--- config.mk ---
export PLATFORM = sky130hd
export DESIGN_NAME = wb_stage_flat
export DESIGN_NICKNAME = d
export VERILOG_FILES = /design/src/rtl/wb_stage_if.sv /design/src/rtl/wb_stage.sv /design/src/flat_wrapper.sv
export SDC_FILE = /design/constraint.sdc
export NUM_CORES = 1
export LEC_CHECK = 0
export BUFFER_PORTS_ARGS = -buffer_cell sky130_fd_sc_hd__buf_2
export CAP_MARGIN = 10
export CORE_ASPECT_RATIO = 0.8
export CORE_MARGIN = 2
export CORE_UTILIZATION = 45
export DETAILED_ROUTE_END_ITERATION = 7
export GPL_TIMING_DRIVEN = 0
export PLACE_DENSITY = 0.87
export SLEW_MARGIN = 20
export SYNTH_ARGS = -nofsm -noshare
export SYNTH_HDL_FRONTEND = slang
export SYNTH_SLANG_ARGS = --single-unit
export TNS_END_PERCENT = 50
--- constraint.sdc ---
create_clock -name clk -period 2.5 [get_ports clk]
set_input_delay 0.25 -clock clk [delete_from_list [all_inputs] [get_ports clk]]
set_output_delay 0.25 -clock clk [all_outputs]
set_load 0.03 [all_outputs]
--- src/rtl/wb_stage_if.sv ---
// Bus bundle for the writeback stage: upstream instruction handshake, data-cache
// read response, register-file write port and debug status.
interface wb_stage_if #(
   parameter int DATA_WIDTH = 32,
   parameter int NUM_REGS   = 32
);
   localparam int RW = $clog2(NUM_REGS);

   logic                  in_valid;
   logic                  in_ready;
   logic [RW-1:0]         in_rd;
   logic                  in_reg_write;
   logic [1:0]            in_result_src;
   logic [DATA_WIDTH-1:0] in_alu_result;
   logic [DATA_WIDTH-1:0] in_pc_plus4;
   logic [DATA_WIDTH-1:0] in_imm_ext;
   logic [2:0]            in_funct3;
   logic                  mem_rvalid;
   logic [DATA_WIDTH-1:0] mem_rdata;
   logic [RW-1:0]         wb_a3;
   logic [DATA_WIDTH-1:0] wb_wd3;
   logic                  wb_we3;
   logic [DATA_WIDTH-1:0] instret;
   logic                  err_spurious;

   modport slave (
      input  in_valid, in_rd, in_reg_write, in_result_src, in_alu_result,
             in_pc_plus4, in_imm_ext, in_funct3, mem_rvalid, mem_rdata,
      output in_ready, wb_a3, wb_wd3, wb_we3, instret, err_spurious
   );

   modport master (
      output in_valid, in_rd, in_reg_write, in_result_src, in_alu_result,
             in_pc_plus4, in_imm_ext, in_funct3, mem_rvalid, mem_rdata,
      input  in_ready, wb_a3, wb_wd3, wb_we3, instret, err_spurious
   );
endinterface

--- src/rtl/wb_stage.sv ---
// Writeback stage: selects the retiring result, stalls loads until the data
// cache answers, extends load data and drives the register-file write port.
module wb_stage #(
   parameter int DATA_WIDTH = 32,
   parameter int NUM_REGS   = 32
) (
   input  logic      clk,
   input  logic      rst_n,
   wb_stage_if.slave bus
);
   localparam int RW = $clog2(NUM_REGS);

   typedef enum logic [1:0] {
      S_IDLE     = 2'd0,
      S_WAIT_MEM = 2'd1,
      S_WRITE    = 2'd2
   } state_t;

   state_t                state_q, state_d;
   logic [RW-1:0]         a3_q, a3_d;
   logic [DATA_WIDTH-1:0] wd3_q, wd3_d;
   logic                  we3_q, we3_d;
   logic [DATA_WIDTH-1:0] instret_q, instret_d;
   logic                  err_q, err_d;
   logic [RW-1:0]         ld_rd_q, ld_rd_d;
   logic [2:0]            ld_f3_q, ld_f3_d;
   logic [1:0]            ld_off_q, ld_off_d;

   logic                  handshake;
   logic                  in_ready;
   logic [DATA_WIDTH-1:0] sel_result;
   logic [DATA_WIDTH-1:0] load_ext;
   logic [7:0]            ld_byte;
   logic [15:0]           ld_half;

   assign in_ready  = (state_q != S_WAIT_MEM);
   assign handshake = bus.in_valid && in_ready;

   always_comb begin
      sel_result = bus.in_alu_result;
      case (bus.in_result_src)
         2'b10:   sel_result = bus.in_pc_plus4;
         2'b11:   sel_result = bus.in_imm_ext;
         default: sel_result = bus.in_alu_result;
      endcase
   end

   // Lane selection uses the offset latched at accept time, not the live bus.
   always_comb begin
      ld_byte = bus.mem_rdata[7:0];
      case (ld_off_q)
         2'd1:    ld_byte = bus.mem_rdata[15:8];
         2'd2:    ld_byte = bus.mem_rdata[23:16];
         2'd3:    ld_byte = bus.mem_rdata[31:24];
         default: ld_byte = bus.mem_rdata[7:0];
      endcase
      ld_half = ld_off_q[1] ? bus.mem_rdata[31:16] : bus.mem_rdata[15:0];
      case (ld_f3_q)
         3'b000:  load_ext = {{(DATA_WIDTH-8){ld_byte[7]}}, ld_byte};
         3'b001:  load_ext = {{(DATA_WIDTH-16){ld_half[15]}}, ld_half};
         3'b100:  load_ext = {{(DATA_WIDTH-8){1'b0}}, ld_byte};
         3'b101:  load_ext = {{(DATA_WIDTH-16){1'b0}}, ld_half};
         default: load_ext = bus.mem_rdata;
      endcase
   end

   always_comb begin
      state_d   = state_q;
      a3_d      = a3_q;
      wd3_d     = wd3_q;
      we3_d     = 1'b0;
      instret_d = instret_q;
      err_d     = err_q;
      ld_rd_d   = ld_rd_q;
      ld_f3_d   = ld_f3_q;
      ld_off_d  = ld_off_q;

      case (state_q)
         S_IDLE, S_WRITE: begin
            if (bus.mem_rvalid) err_d = 1'b1;
            if (handshake) begin
               if (bus.in_result_src == 2'b01) begin
                  state_d  = S_WAIT_MEM;
                  ld_rd_d  = bus.in_rd;
                  ld_f3_d  = bus.in_funct3;
                  ld_off_d = bus.in_alu_result[1:0];
               end else begin
                  state_d   = S_WRITE;
                  a3_d      = bus.in_rd;
                  wd3_d     = sel_result;
                  we3_d     = bus.in_reg_write && (bus.in_rd != '0);
                  instret_d = instret_q + DATA_WIDTH'(1);
               end
            end else begin
               state_d = S_IDLE;
            end
         end
         S_WAIT_MEM: begin
            if (bus.mem_rvalid) begin
               state_d   = S_WRITE;
               a3_d      = ld_rd_q;
               wd3_d     = load_ext;
               we3_d     = (ld_rd_q != '0);
               instret_d = instret_q + DATA_WIDTH'(1);
            end
         end
         default: state_d = S_IDLE;
      endcase
   end

   always_ff @(posedge clk) begin
      if (!rst_n) begin
         state_q   <= S_IDLE;
         a3_q      <= '0;
         wd3_q     <= '0;
         we3_q     <= 1'b0;
         instret_q <= '0;
         err_q     <= 1'b0;
         ld_rd_q   <= '0;
         ld_f3_q   <= '0;
         ld_off_q  <= '0;
      end else begin
         state_q   <= state_d;
         a3_q      <= a3_d;
         wd3_q     <= wd3_d;
         we3_q     <= we3_d;
         instret_q <= instret_d;
         err_q     <= err_d;
         ld_rd_q   <= ld_rd_d;
         ld_f3_q   <= ld_f3_d;
         ld_off_q  <= ld_off_d;
      end
   end

   assign bus.in_ready     = in_ready;
   assign bus.wb_a3        = a3_q;
   assign bus.wb_wd3       = wd3_q;
   assign bus.wb_we3       = we3_q;
   assign bus.instret      = instret_q;
   assign bus.err_spurious = err_q;
endmodule

--- src/flat_wrapper.sv ---
// flat-port wrapper written by rule: the top's interface ports become plain ports
module wb_stage_flat 
#(
   parameter int DATA_WIDTH = 32,
   parameter int NUM_REGS   = 32
)
  (clk, rst_n, bus_in_valid, bus_in_rd, bus_in_reg_write, bus_in_result_src, bus_in_alu_result, bus_in_pc_plus4, bus_in_imm_ext, bus_in_funct3, bus_mem_rvalid, bus_mem_rdata, bus_in_ready, bus_wb_a3, bus_wb_wd3, bus_wb_we3, bus_instret, bus_err_spurious);
  wb_stage_if #(.DATA_WIDTH(DATA_WIDTH), .NUM_REGS(NUM_REGS)) bus_i ();
  input  logic clk;
  input  logic rst_n;
  input wire logic [$bits(bus_i.in_valid)-1:0] bus_in_valid;
  input wire logic [$bits(bus_i.in_rd)-1:0] bus_in_rd;
  input wire logic [$bits(bus_i.in_reg_write)-1:0] bus_in_reg_write;
  input wire logic [$bits(bus_i.in_result_src)-1:0] bus_in_result_src;
  input wire logic [$bits(bus_i.in_alu_result)-1:0] bus_in_alu_result;
  input wire logic [$bits(bus_i.in_pc_plus4)-1:0] bus_in_pc_plus4;
  input wire logic [$bits(bus_i.in_imm_ext)-1:0] bus_in_imm_ext;
  input wire logic [$bits(bus_i.in_funct3)-1:0] bus_in_funct3;
  input wire logic [$bits(bus_i.mem_rvalid)-1:0] bus_mem_rvalid;
  input wire logic [$bits(bus_i.mem_rdata)-1:0] bus_mem_rdata;
  output wire logic [$bits(bus_i.in_ready)-1:0] bus_in_ready;
  output wire logic [$bits(bus_i.wb_a3)-1:0] bus_wb_a3;
  output wire logic [$bits(bus_i.wb_wd3)-1:0] bus_wb_wd3;
  output wire logic [$bits(bus_i.wb_we3)-1:0] bus_wb_we3;
  output wire logic [$bits(bus_i.instret)-1:0] bus_instret;
  output wire logic [$bits(bus_i.err_spurious)-1:0] bus_err_spurious;
  assign bus_i.in_valid = bus_in_valid;
  assign bus_i.in_rd = bus_in_rd;
  assign bus_i.in_reg_write = bus_in_reg_write;
  assign bus_i.in_result_src = bus_in_result_src;
  assign bus_i.in_alu_result = bus_in_alu_result;
  assign bus_i.in_pc_plus4 = bus_in_pc_plus4;
  assign bus_i.in_imm_ext = bus_in_imm_ext;
  assign bus_i.in_funct3 = bus_in_funct3;
  assign bus_i.mem_rvalid = bus_mem_rvalid;
  assign bus_i.mem_rdata = bus_mem_rdata;
  assign bus_in_ready = bus_i.in_ready;
  assign bus_wb_a3 = bus_i.wb_a3;
  assign bus_wb_wd3 = bus_i.wb_wd3;
  assign bus_wb_we3 = bus_i.wb_we3;
  assign bus_instret = bus_i.instret;
  assign bus_err_spurious = bus_i.err_spurious;
  wb_stage #(.DATA_WIDTH(DATA_WIDTH), .NUM_REGS(NUM_REGS)) u_core (.clk(clk), .rst_n(rst_n), .bus(bus_i));
endmodule
==> metrics.csv, run 1 <==
stage,metric,value,unit
status,status,finished clean,
floorplanning,Core Footprint,10410,sq um
power,Switching Share,0.3032,
yosys,Yosys top cell area share,0.3408,
detailed_routing,DRC Markers,0,
power,Seq pwr share,0.391,
job,# Max-Cap Violations,0,
clocking,clock sink count,83,
yosys,Synth Cell Area,4876,sq um
timing,Tmin final,2331,ps
min_path,HP Start,bus_in_funct3[2],
worst_setup_path,reg2reg path depth,7,
finish,footprint of the multi-input gates,2914,sq um
detailed_routing,Via density,5.719,
place,number of port buffers,212,
worst_setup_path,"slowest stage delay, CP",410,ps
global_route,Overflow after GRT,0,
finish,fill cell count,975,
yosys,yosys warns,0,
yosys,ys flop type,dfxtp_1,
timing,RSZ-0062 raised after global routing,no,
timing,final setup fails,0,
global_route,initial antenna violation count,0,
place,post-DP HPWL,13410,um
timing,fmax,0.4289,GHz
finish,Sequential cell area,1662,sq um
clocking,hold_buf cts,0,
clocking,H-tree levels,3,
yosys,sequential share of the synthesized area,0.3408,
yosys,Area contributors post-synth,"dfxtp_1 34%, a21oi_1 8.5%, mux2i_1 6.8%",
power,Sw Pwr,1.106,mW
power,Leak Pwr,2.838,nW
detailed_routing,DR WL/cell,16.95,um
yosys,post-synthesis instance total,659,
detailed_routing,Iter 0 DRT Violations,548,
min_path,Worst Hold Path EP,u_core.ld_f3_q[2]$_SDFFE_PN0P_,
timing,endpoints failing hold,0,
detailed_routing,Total Wirelength,17410,um
power,Peak VDD IR,341.4,uV
power,PwrDens,566.0,nW/um^2
floorplanning,die area,11690,sq um
timing,Tightest Pin Transition,996.7,ps
worst_setup_path,worst r2r src,u_core.state_q[0]$_SDFFE_PN0P_,
clocking,TritonCTS clock tree,built,
timing,fin crit share,0.9325,
worst_setup_path,R2R Path End,u_core.bus.wb_wd3[31]$_SDFFE_PN0P_,
place,placer congestion estimate,0.9631,
finish,share of layout cells above drive strength 1,0.2740,
finish,Antenna Cells,0,
clocking,maximum clock path buffer count,2,
timing,worst-case clock skew,5.543,ps
global_route,Total GRT Usage,0.2921,
worst_setup_path,CP Cell Sequence,and2b_1 > a22oi_1 > buf_2 > clkbuf_2 > clkbuf_1 > nand3_1 > o31ai_1,
power,Tot Pwr,3.648,mW
clocking,Clock transition at path regs,70,ps
min_path,hold path depth,3,
global_route,first-pass GRT wire length,27330,um
timing,Final Slew Violations,0,
worst_setup_path,R2R Setup Slk,170,ps
finish,Nets,1026,
detailed_routing,vias,5873,
clocking,Post-CTS Setup Repair Bufs,0,
worst_setup_path,Worst Setup Path Type,reg2reg,
global_route,vias in the first global route,5436,
clocking,"Clk Latency, worst-skew pair",330,ps
worst_setup_path,WP data arrival,2570,ps
finish,"commonest non-fill, non-tap cell in the layout",buf_2,
timing,setup_tns,0,ps
floorplanning,IO Pins,215,
yosys,"Distinct cells, synth",53,
worst_setup_path,Crit path required time,2740,ps
yosys,Syn Nets,803,
worst_setup_path,"Max FO, Critical Path",10,
timing,Min Hold Slack,159.5,ps
yosys,post-synth top area cell,dfxtp_1,
power,cell-internal power,2.542,mW
yosys,synthesized area per cell,7.399,sq um
min_path,hold crit path type,in2reg,
clocking,clock root buffer,clkbuf_16,
global_route,largest net degree at the start of global routing,17,
floorplanning,FP Rows,33,
worst_setup_path,crit end category,flip-flop,
floorplanning,Die H,97.11,um
yosys,Async SR Flop Fraction,0,
power,Gate power share,0.198,
yosys,Yosys reg bits,83,
floorplanning,DIE WIDTH,120.4,um
floorplanning,Initial Utilization,0.4686,
detailed_routing,TritonRoute pass-1 iters,5,
finish,P&R area growth vs syn,32.18,%
detailed_routing,Post-DRT Antenna Nets,0,
yosys,"EDFF count, synth",0,
timing,Rel. slew slack,0.3355,
clocking,Inserted Clock Buffers,9,
worst_setup_path,Worst setup SP type,flip-flop,
finish,most frequent cells in the layout,"215 x buf_2, 83 x a21oi_1, 83 x dfxtp_1, 81 x nor2_1, 80 x nand2_1",
power,Clock Power Share,0.411,
worst_setup_path,Crit-path slowest cell,a22oi_1,
-- cells in the mapped netlist (3+ instances only) --
cell type / instances
a21oi_1: 83
dfxtp_1: 83
nor2_1: 81
nand2_1: 80
clkbuf_1: 44
nand3_1: 42
mux2i_1: 33
o21ai_0: 25
o31ai_1: 24
xnor2_1: 19
inv_1: 14
o311ai_0: 10
a31oi_1: 9
buf_1: 8
nand4_1: 8
nor4_1: 8
a2111oi_0: 7
nor3_1: 7
or3_1: 7
nand2b_1: 6
a311oi_1: 5
nor2b_1: 5
or4_1: 5
and4_1: 4
o211ai_1: 4
buf_2: 3
nor4b_1: 3
xor2_1: 3
-- critical path, delay by kind of cell, from the launching register on --
family,cells,cell delay (ps)
compound gates,2,510
simple gates,2,360
buf+inv,3,1020
flops,1,350
-- stage by stage --
step	worst slack, ps	instances	utilization	instance area, sq um
2_1_floorplan	301.3	659	-	4876
3_3_place_gp	13.67	1011	0.5874	6112
3_5_place_dp	7.337	1011	0.5874	6112
4_1_cts	9.559	1027	0.6192	6442
5_1_grt	3.704	1027	0.6194	6445
6_report	168.7	1027	0.6194	6445
-- registers in the layout, summed over array words and instances (netlist names) --
name	flops
u_core.ld_f3_q	3
u_core.bus.instret	32
u_core.bus.wb_we3	1
u_core.state_q	2
u_core.bus.err_spurious	1
u_core.bus.wb_wd3	32
u_core.ld_rd_q	5
u_core.ld_off_q	2
u_core.bus.wb_a3	5
-- worst max path at each step --
stage	from	endpoint	slack (ps)	depth (start not counted)
detailed placement	bus_in_result_src[0]	u_core.bus.wb_wd3[31]$_SDFFE_PN0P_	7	8
CTS	u_core.state_q[0]$_SDFFE_PN0P_	u_core.bus.wb_wd3[31]$_SDFFE_PN0P_	10	7
floorplan	u_core.bus.instret[9]$_SDFFE_PN0P_	u_core.bus.instret[31]$_SDFFE_PN0P_	300	6
global placement	bus_in_result_src[0]	u_core.bus.wb_wd3[31]$_SDFFE_PN0P_	10	8
global route	u_core.state_q[0]$_SDFFE_PN0P_	u_core.bus.wb_wd3[18]$_SDFFE_PN0P_	4	7
finish	u_core.state_q[0]$_SDFFE_PN0P_	u_core.bus.wb_wd3[31]$_SDFFE_PN0P_	170	7
-- metal layers --
layer / share of wire / up-vias / global-route usage
met4: 0.023 / 0 / 0.08855
met2: 0.43 / 352 / 0.4381
met3: 0.11 / 39 / 0.06749
met1: 0.44 / 2674 / 0.4156
met5: 0 / - / 0
li1: - / 2808 / -
-- layout make-up --
| type | count | area share |
|---|---|---|
| timing repair buffer | 212 | 0.1646 |
| sequential | 83 | 0.2578 |
| inverter | 16 | 0.009319 |
| buffer | 58 | 0.03766 |
| tap | 140 | 0.02718 |
| multi-input combinational | 502 | 0.4521 |
| clock inverter | 7 | 0.01631 |
| clock buffer | 9 | 0.03494 |
-- what timing repair did --
item | 4_1_cts | 5_1_grt
hold endpoints to repair | 0 | 0
setup endpoints to repair | 0 | 21
gates resized for setup | 0 | 3
-- power groups by stage --
stage	sequential, mW	combinational [mW]	clock [mW]
2_1_floorplan	1.57	0.298	0
3_3_place_gp	1.45	0.701	0
3_5_place_dp	1.46	0.710	0
4_1_cts	1.43	0.712	1.51
5_1_grt	1.43	0.782	1.56
6_report	1.43	0.722	1.50
-- logic make-up after synthesis --
group,count (synthesis),share of synthesized area
simple gates,266,0.2574
fa+ha+maj,1,0.002566
xor+xnor,22,0.03952
flops,83,0.3408
compound gates,178,0.2235
mux,35,0.07467
buf+inv,74,0.06158
No activity file was read; power rests on OpenSTA's default activity.
==> run 2: changes to the inputs <==
- ABC_AREA: not set -> 1
- PLACE_DENSITY: 0.87 -> 0.85
==> run 2 against run 1 <==
  * Wire length grew 7.8%
  * First-iteration DRC count shrank 3.5%
  * Via count grew 13%
  * Non-clock buffer count shrank 13
  * Combinational power grew 2%
  * Cell count grew 20%
  * Critical endpoint is now u_core.bus.instret[10]$_SDFFE_PN0P_
==> metrics.csv, run 2 <==
stage,metric,value,unit
yosys,Yosys top cell area share,0.3163,
clocking,H-tree levels,3,
timing,Rel. slew slack,0.6528,
timing,worst-case clock skew,11.34,ps
finish,P&R area growth vs syn,29.58,%
global_route,GR Layer Usage met1,0.3953,
worst_setup_path,Crit path required time,2740,ps
floorplanning,Initial Utilization,0.4597,
finish,"commonest non-fill, non-tap cell in the layout",nand2_1,
yosys,ys flop type,dfxtp_1,
floorplanning,FP Rows,35,
global_route,initial antenna violation count,1,
worst_setup_path,R2R Setup Slk,720,ps
worst_setup_path,"Max FO, Critical Path",7,
floorplanning,DIE WIDTH,124.8,um
power,Peak VDD IR,385.7,uV
global_route,Top Usage Layer GRT,met2,
detailed_routing,Post-DRT Antenna Nets,0,
place,number of port buffers,214,
yosys,most common cell in the synthesized netlist,nand2_1,
clocking,Post-CTS Setup Repair Bufs,0,
yosys,Yosys reg bits,83,
timing,endpoints failing hold,0,
yosys,Syn Nets,1000,
clocking,maximum clock path buffer count,2,
timing,Tightest Pin Transition,520.8,ps
finish,share of layout cells above drive strength 1,0.2670,
global_route,first-pass GRT wire length,30120,um
timing,fin crit share,0.7123,
clocking,"Clk Latency, worst-skew pair",340,ps
detailed_routing,DRC Markers,0,
yosys,yosys warns,0,
status,status,finished clean,
detailed_routing,Total Wirelength,18770,um
worst_setup_path,CP Cell Sequence,ha_1 > inv_1 > nor2_1 > nand2_1 > inv_2 > nand2_2 > o21ai_2 > nand2_1 > o21ai_1 > inv_1,
yosys,xor/xnor share of the synthesized area,0.008335,
min_path,Worst Hold Path EP,u_core.ld_f3_q[2]$_SDFFE_PN0P_,
floorplanning,Die H,100.6,um
finish,most frequent cells in the layout,"339 x nand2_1, 228 x buf_2, 83 x dfxtp_1, 77 x nor2_1, 66 x a21oi_1",
global_route,Overflow after GRT,0,
power,PwrDens,512.9,nW/um^2
yosys,Synth Cell Area,5254,sq um
worst_setup_path,Crit-path slowest cell,dfxtp_1,
clocking,clock root buffer,clkbuf_16,
timing,setup_tns,0,ps
finish,final core occ,0.5956,
yosys,largest family of logic cells by synthesized area,simple AND/OR/NAND/NOR gates,
timing,Final Slew Violations,0,
detailed_routing,DR WL/cell,15.20,um
worst_setup_path,crit end category,flip-flop,
worst_setup_path,worst r2r src,u_core.bus.instret[0]$_SDFFE_PN0P_,
timing,Tmin final,1781,ps
worst_setup_path,family with the most delay on the worst path,flip-flops,
yosys,synthesized area per cell,6.138,sq um
global_route,vias in the first global route,6032,
detailed_routing,Iter 0 DRT Violations,529,
yosys,Post-Synth Simple-Gate Area,0.4704,
place,placed inst area,6510,sq um
clocking,cts repair resizes,0,
clocking,TritonCTS clock tree,built,
min_path,hold crit path type,in2reg,
floorplanning,die area,12560,sq um
worst_setup_path,Worst Setup Path Type,reg2reg,
worst_setup_path,Crit path buffers/inverters,3,
yosys,sequential share of the synthesized area,0.3163,
timing,fmax,0.5615,GHz
job,# Max-Cap Violations,0,
yosys,post-synthesis instance total,856,
yosys,compound-cell area share of the yosys netlist,0.1222,
global_route,met3 GRT Util,0.07856,
worst_setup_path,R2R Path End,u_core.bus.instret[10]$_SDFFE_PN0P_,
yosys,post-synthesis mux area share,0,
detailed_routing,TritonRoute pass-1 iters,6,
worst_setup_path,"slowest stage delay, CP",490,ps
detailed_routing,Via density,5.389,
global_route,largest net degree at the start of global routing,17,
yosys,synthesized-area fraction occupied by adder cells,0.002382,
clocking,clock sink count,83,
detailed_routing,vias,6655,
global_route,met2 GRT Util,0.4632,
yosys,Area contributors post-synth,"dfxtp_1 32%, nand2_1 24%, a21oi_1 6.3%",
yosys,"EDFF count, synth",0,
worst_setup_path,reg2reg path depth,10,
yosys,Async SR Flop Fraction,0,
worst_setup_path,WP data arrival,2020,ps
clocking,Clock transition at path regs,70,ps
finish,Final Cell Area,6808,sq um
power,Leak Pwr,3.230,nW
clocking,hold_buf cts,0,
global_route,Total GRT Usage,0.2967,
floorplanning,IO Pins,215,
place,post-DP HPWL,14860,um
yosys,"top cells by count, synth","339 x nand2_1, 83 x dfxtp_1, 77 x nor2_1, 66 x a21oi_1, 65 x nand3_1",
worst_setup_path,Worst setup SP type,flip-flop,
timing,final setup fails,0,
timing,RSZ-0062 raised after global routing,no,
clocking,Inserted Clock Buffers,9,
min_path,hold path depth,3,
min_path,HP Start,bus_in_funct3[2],
finish,Nets,1225,
yosys,"Distinct cells, synth",36,
yosys,post-synth top area cell,dfxtp_1,
place,placer congestion estimate,0.9752,
floorplanning,Core Footprint,11430,sq um
[run 2: cell count changes after synthesis, moves of 10 or more]
cell / delta
o31ai_1: -24
inv_1: +25
a21oi_1: -17
o311ai_0: -10
buf_2: +11
xnor2_1: -19
nand2_1: +259
nand3_1: +23
nand3b_1: +14
clkbuf_1: -27
mux2i_1: -33
nand4_1: +20
[run 2: per-layer routing]
metal | wire length, um | vias to the layer above | share of wire
li1 | - | 3254 | -
met1 | 8137 | 3005 | 0.43
met2 | 8109 | 353 | 0.43
met3 | 1970 | 43 | 0.10
met4 | 551 | 0 | 0.029
met5 | 0 | - | 0
[run 2: power breakdown]
part	internal, mW	switching [mW]	leakage [nW]
Clock	0.724	0.607	0.144
Combinational	0.258	0.477	2.41
Sequential	1.39	0.0395	0.677
[run 2: worst max path at each step]
stage	from	slack, ps	cells after the start	to
6_report	u_core.bus.instret[0]$_SDFFE_PN0P_	720	10	u_core.bus.instret[10]$_SDFFE_PN0P_
3_3_place_gp	u_core.bus.instret[0]$_SDFFE_PN0P_	800	10	u_core.bus.instret[10]$_SDFFE_PN0P_
3_5_place_dp	u_core.bus.instret[0]$_SDFFE_PN0P_	770	10	u_core.bus.instret[10]$_SDFFE_PN0P_
2_1_floorplan	u_core.bus.instret[0]$_SDFFE_PN0P_	790	10	u_core.bus.instret[10]$_SDFFE_PN0P_
4_1_cts	u_core.state_q[1]$_SDFFE_PN0P_	750	4	bus_in_ready
5_1_grt	u_core.bus.instret[0]$_SDFFE_PN0P_	530	10	u_core.bus.instret[10]$_SDFFE_PN0P_
[run 2: metrics by stage]
stage	total power, mW	setup WS (ps)	hold WS [ps]	std cells
after floorplan	1.885	791.9	394.7	856
after global placement	2.167	799.5	431.7	1218
after detailed placement	2.175	765.1	435.4	1218
after CTS	3.505	746.9	158.1	1234
after global routing	3.643	533.1	188.7	1235
final	3.492	719.2	169.6	1235
[run 2: kinds of logic (layout without fill, tap and decap cells)]
family / Yosys count / after routing
AO/OA/AOI/OAI: 114 / 114
other: 0 / 1
buffers and inverters: 92 / 322
adder cells (fa/ha/maj): 1 / 1
XOR/XNOR: 5 / 5
flip-flops: 83 / 83
AND/OR/NAND/NOR: 561 / 561
[run 2: cell type report]
type                    instances  area [sq um]
fillers                      1113          4622
multi-input cells             681          3169
inverters                      49         183.9
clock buffers                  10         239.0
flip-flops and latches         83          1662
diodes                          1         2.502
clock inverters                 6         56.30
well taps                     148         185.2
plain buffers                  43         239.0
repair buffers                214          1071
[run 2: tightest hold or removal path: cells and delay by family]
family | cells | cell delay (ps)
AOI/OAI and AO/OA | 1 | 70
buffers and inverters | 1 | 70
and+or+nand+nor | 1 | 80
==> run 3: changes to the inputs <==
- clock period: 2.5 -> 1.85 ns (I/O delays scaled with it)
==> run 3 against run 2 <==
  * Non-clock buffer count unchanged
  * Via count is essentially flat
  * Clock-buffer cell count unchanged
  * Clock skew about the same
  * Utilization hardly changed
  * Flip-flop and latch count is the same
  * Largest cell class unchanged
==> metrics.csv, run 3 (synthesis results as in run 2) <==
stage,metric,value,unit
timing,RSZ-0062 raised after global routing,no,
worst_setup_path,reg2reg path depth,10,
worst_setup_path,WP data arrival,1500,ps
min_path,hold crit path type,in2reg,
power,Sw Pwr,1.517,mW
place,number of port buffers,214,
clocking,Inserted Clock Buffers,9,
timing,final setup fails,0,
floorplanning,die area,12560,sq um
clocking,clock root buffer,clkbuf_16,
timing,worst-case clock skew,11.47,ps
finish,Post-Layout Cell Count,1235,
timing,Rel. slew slack,0.6528,
timing,setup_tns,0,ps
min_path,HP Start,bus_in_funct3[2],
status,status,finished clean,
clocking,Post-CTS Setup Repair Bufs,0,
finish,share of layout cells above drive strength 1,0.2689,
min_path,Worst Hold Path EP,u_core.ld_f3_q[2]$_SDFFE_PN0P_,
clocking,clock sink count,83,
worst_setup_path,Worst setup SP type,flip-flop,
global_route,largest net degree at the start of global routing,17,
place,Placed Instances,1218,
floorplanning,DIE WIDTH,124.8,um
clocking,hold_buf cts,0,
power,Peak VDD IR,521.1,uV
power,Switching Share,0.3215,
clocking,TritonCTS clock tree,built,
power,Seq pwr share,0.409,
timing,Final Slew Violations,0,
clocking,maximum clock path buffer count,2,
detailed_routing,Iter 0 DRT Violations,538,
timing,final setup margin,162.8,ps
floorplanning,Die H,100.6,um
finish,fill cell count,1112,
worst_setup_path,R2R Setup Slk,240,ps
finish,"commonest non-fill, non-tap cell in the layout",nand2_1,
detailed_routing,DR WL/cell,15.19,um
worst_setup_path,Worst Setup Path Type,reg2out,
floorplanning,Core Footprint,11430,sq um
clocking,Clock transition at path regs,60,ps
timing,fmax,0.5927,GHz
floorplanning,FP Rows,35,
floorplanning,Initial Utilization,0.4597,
clocking,"Clk Latency, worst-skew pair",340,ps
power,cell-internal power,3.202,mW
worst_setup_path,"Max FO, Critical Path",10,
power,Gate power share,0.211,
global_route,initial antenna violation count,1,
power,Leak Pwr,3.230,nW
finish,Nets,1225,
place,placer congestion estimate,0.9752,
clocking,H-tree levels,3,
timing,Tightest Pin Transition,520.8,ps
place,Place WS,115.1,ps
finish,P&R area growth vs syn,29.65,%
detailed_routing,vias,6657,
worst_setup_path,Crit path required time,1660,ps
power,Clock Power Share,0.381,
power,PwrDens,692.8,nW/um^2
detailed_routing,Via density,5.390,
timing,Tmin final,1687,ps
worst_setup_path,crit end category,output pin,
global_route,vias in the first global route,6032,
global_route,Total GRT Usage,0.2967,
global_route,first-pass GRT wire length,30120,um
finish,final core occ,0.5960,
min_path,hold path depth,3,
timing,endpoints failing hold,0,
global_route,Overflow after GRT,0,
finish,most frequent cells in the layout,"339 x nand2_1, 228 x buf_2, 82 x dfxtp_1, 76 x nor2_1, 66 x a21oi_1",
detailed_routing,TritonRoute pass-1 iters,6,
job,# Max-Cap Violations,0,
detailed_routing,DRC Markers,0,
floorplanning,IO Pins,215,
detailed_routing,Post-DRT Antenna Nets,0,
timing,fin crit share,0.9120,
worst_setup_path,R2R Path End,u_core.bus.instret[10]$_SDFFE_PN0P_,
place,post-DP HPWL,14860,um
worst_setup_path,worst r2r src,u_core.bus.instret[0]$_SDFFE_PN0P_,
detailed_routing,Total Wirelength,18750,um
## run 3: stage by stage
step	power (mW)	area [sq um]	hold WS [ps]
global placement	2.928	6510	431.7
finish	4.719	6812	105.0
floorplan	2.547	5254	329.7
detailed placement	2.940	6510	435.4
global route	4.924	6812	123.7
CTS	4.736	6805	93.09
## run 3: repair_timing
item / in CTS / in global routing
hold endpoints to repair: 0 / 0
resized for setup: 0 / 2
setup endpoints to repair: 0 / 7
## run 3: cell type report
cell class	instances	area, sq um	area share
Timing Repair Buffer	214	1071	0.1572
Clock inverter	6	56.30	0.008266
Buffer	43	239.0	0.03508
Sequential cell	83	1663	0.2441
Clock buffer	10	239.0	0.03508
Inverter	49	183.9	0.02700
Multi-Input combinational cell	681	3172	0.4657
Antenna cell	1	2.502	0.0003674
Tap cell	148	185.2	0.02719
## run 3: power by group through the flow
stage               Combinational (mW)  Sequential [mW]  Clock (mW)
floorplan                        0.442             2.10           0
global placement                 0.965             1.96           0
detailed placement               0.974             1.97           0
CTS                              0.980             1.93        1.83
global route                      1.08             1.94        1.91
finish                           0.993             1.93        1.80
## run 3: per-layer routing
layer,vias up,track usage,wire (um)
met5,-,0,0
met4,0,0.1150,568
met3,43,0.07856,1900
met2,351,0.4632,8081
met1,3009,0.3953,8204
li1,3254,-,-
## run 3: critical path, stage by stage, from the launching register on
cell and delay, ps:
dfxtp_1 410, nor2_8 80, inv_2 170, buf_2 270, buf_2 240
## run 3: worst max-delay path by stage
stage	start	depth (start not counted)	slack [ps]	to
floorplan	u_core.bus.instret[0]$_SDFFE_PN0P_	10	140	u_core.bus.instret[10]$_SDFFE_PN0P_
global placement	u_core.bus.instret[0]$_SDFFE_PN0P_	10	150	u_core.bus.instret[10]$_SDFFE_PN0P_
detailed placement	u_core.bus.instret[0]$_SDFFE_PN0P_	10	120	u_core.bus.instret[10]$_SDFFE_PN0P_
CTS	u_core.bus.instret[0]$_SDFFE_PN0P_	10	110	u_core.bus.instret[10]$_SDFFE_PN0P_
global route	u_core.bus.instret[0]$_SDFFE_PN0P_	10	60	u_core.bus.instret[10]$_SDFFE_PN0P_
finish	u_core.state_q[1]$_SDFFE_PN0P_	4	160	bus_in_ready
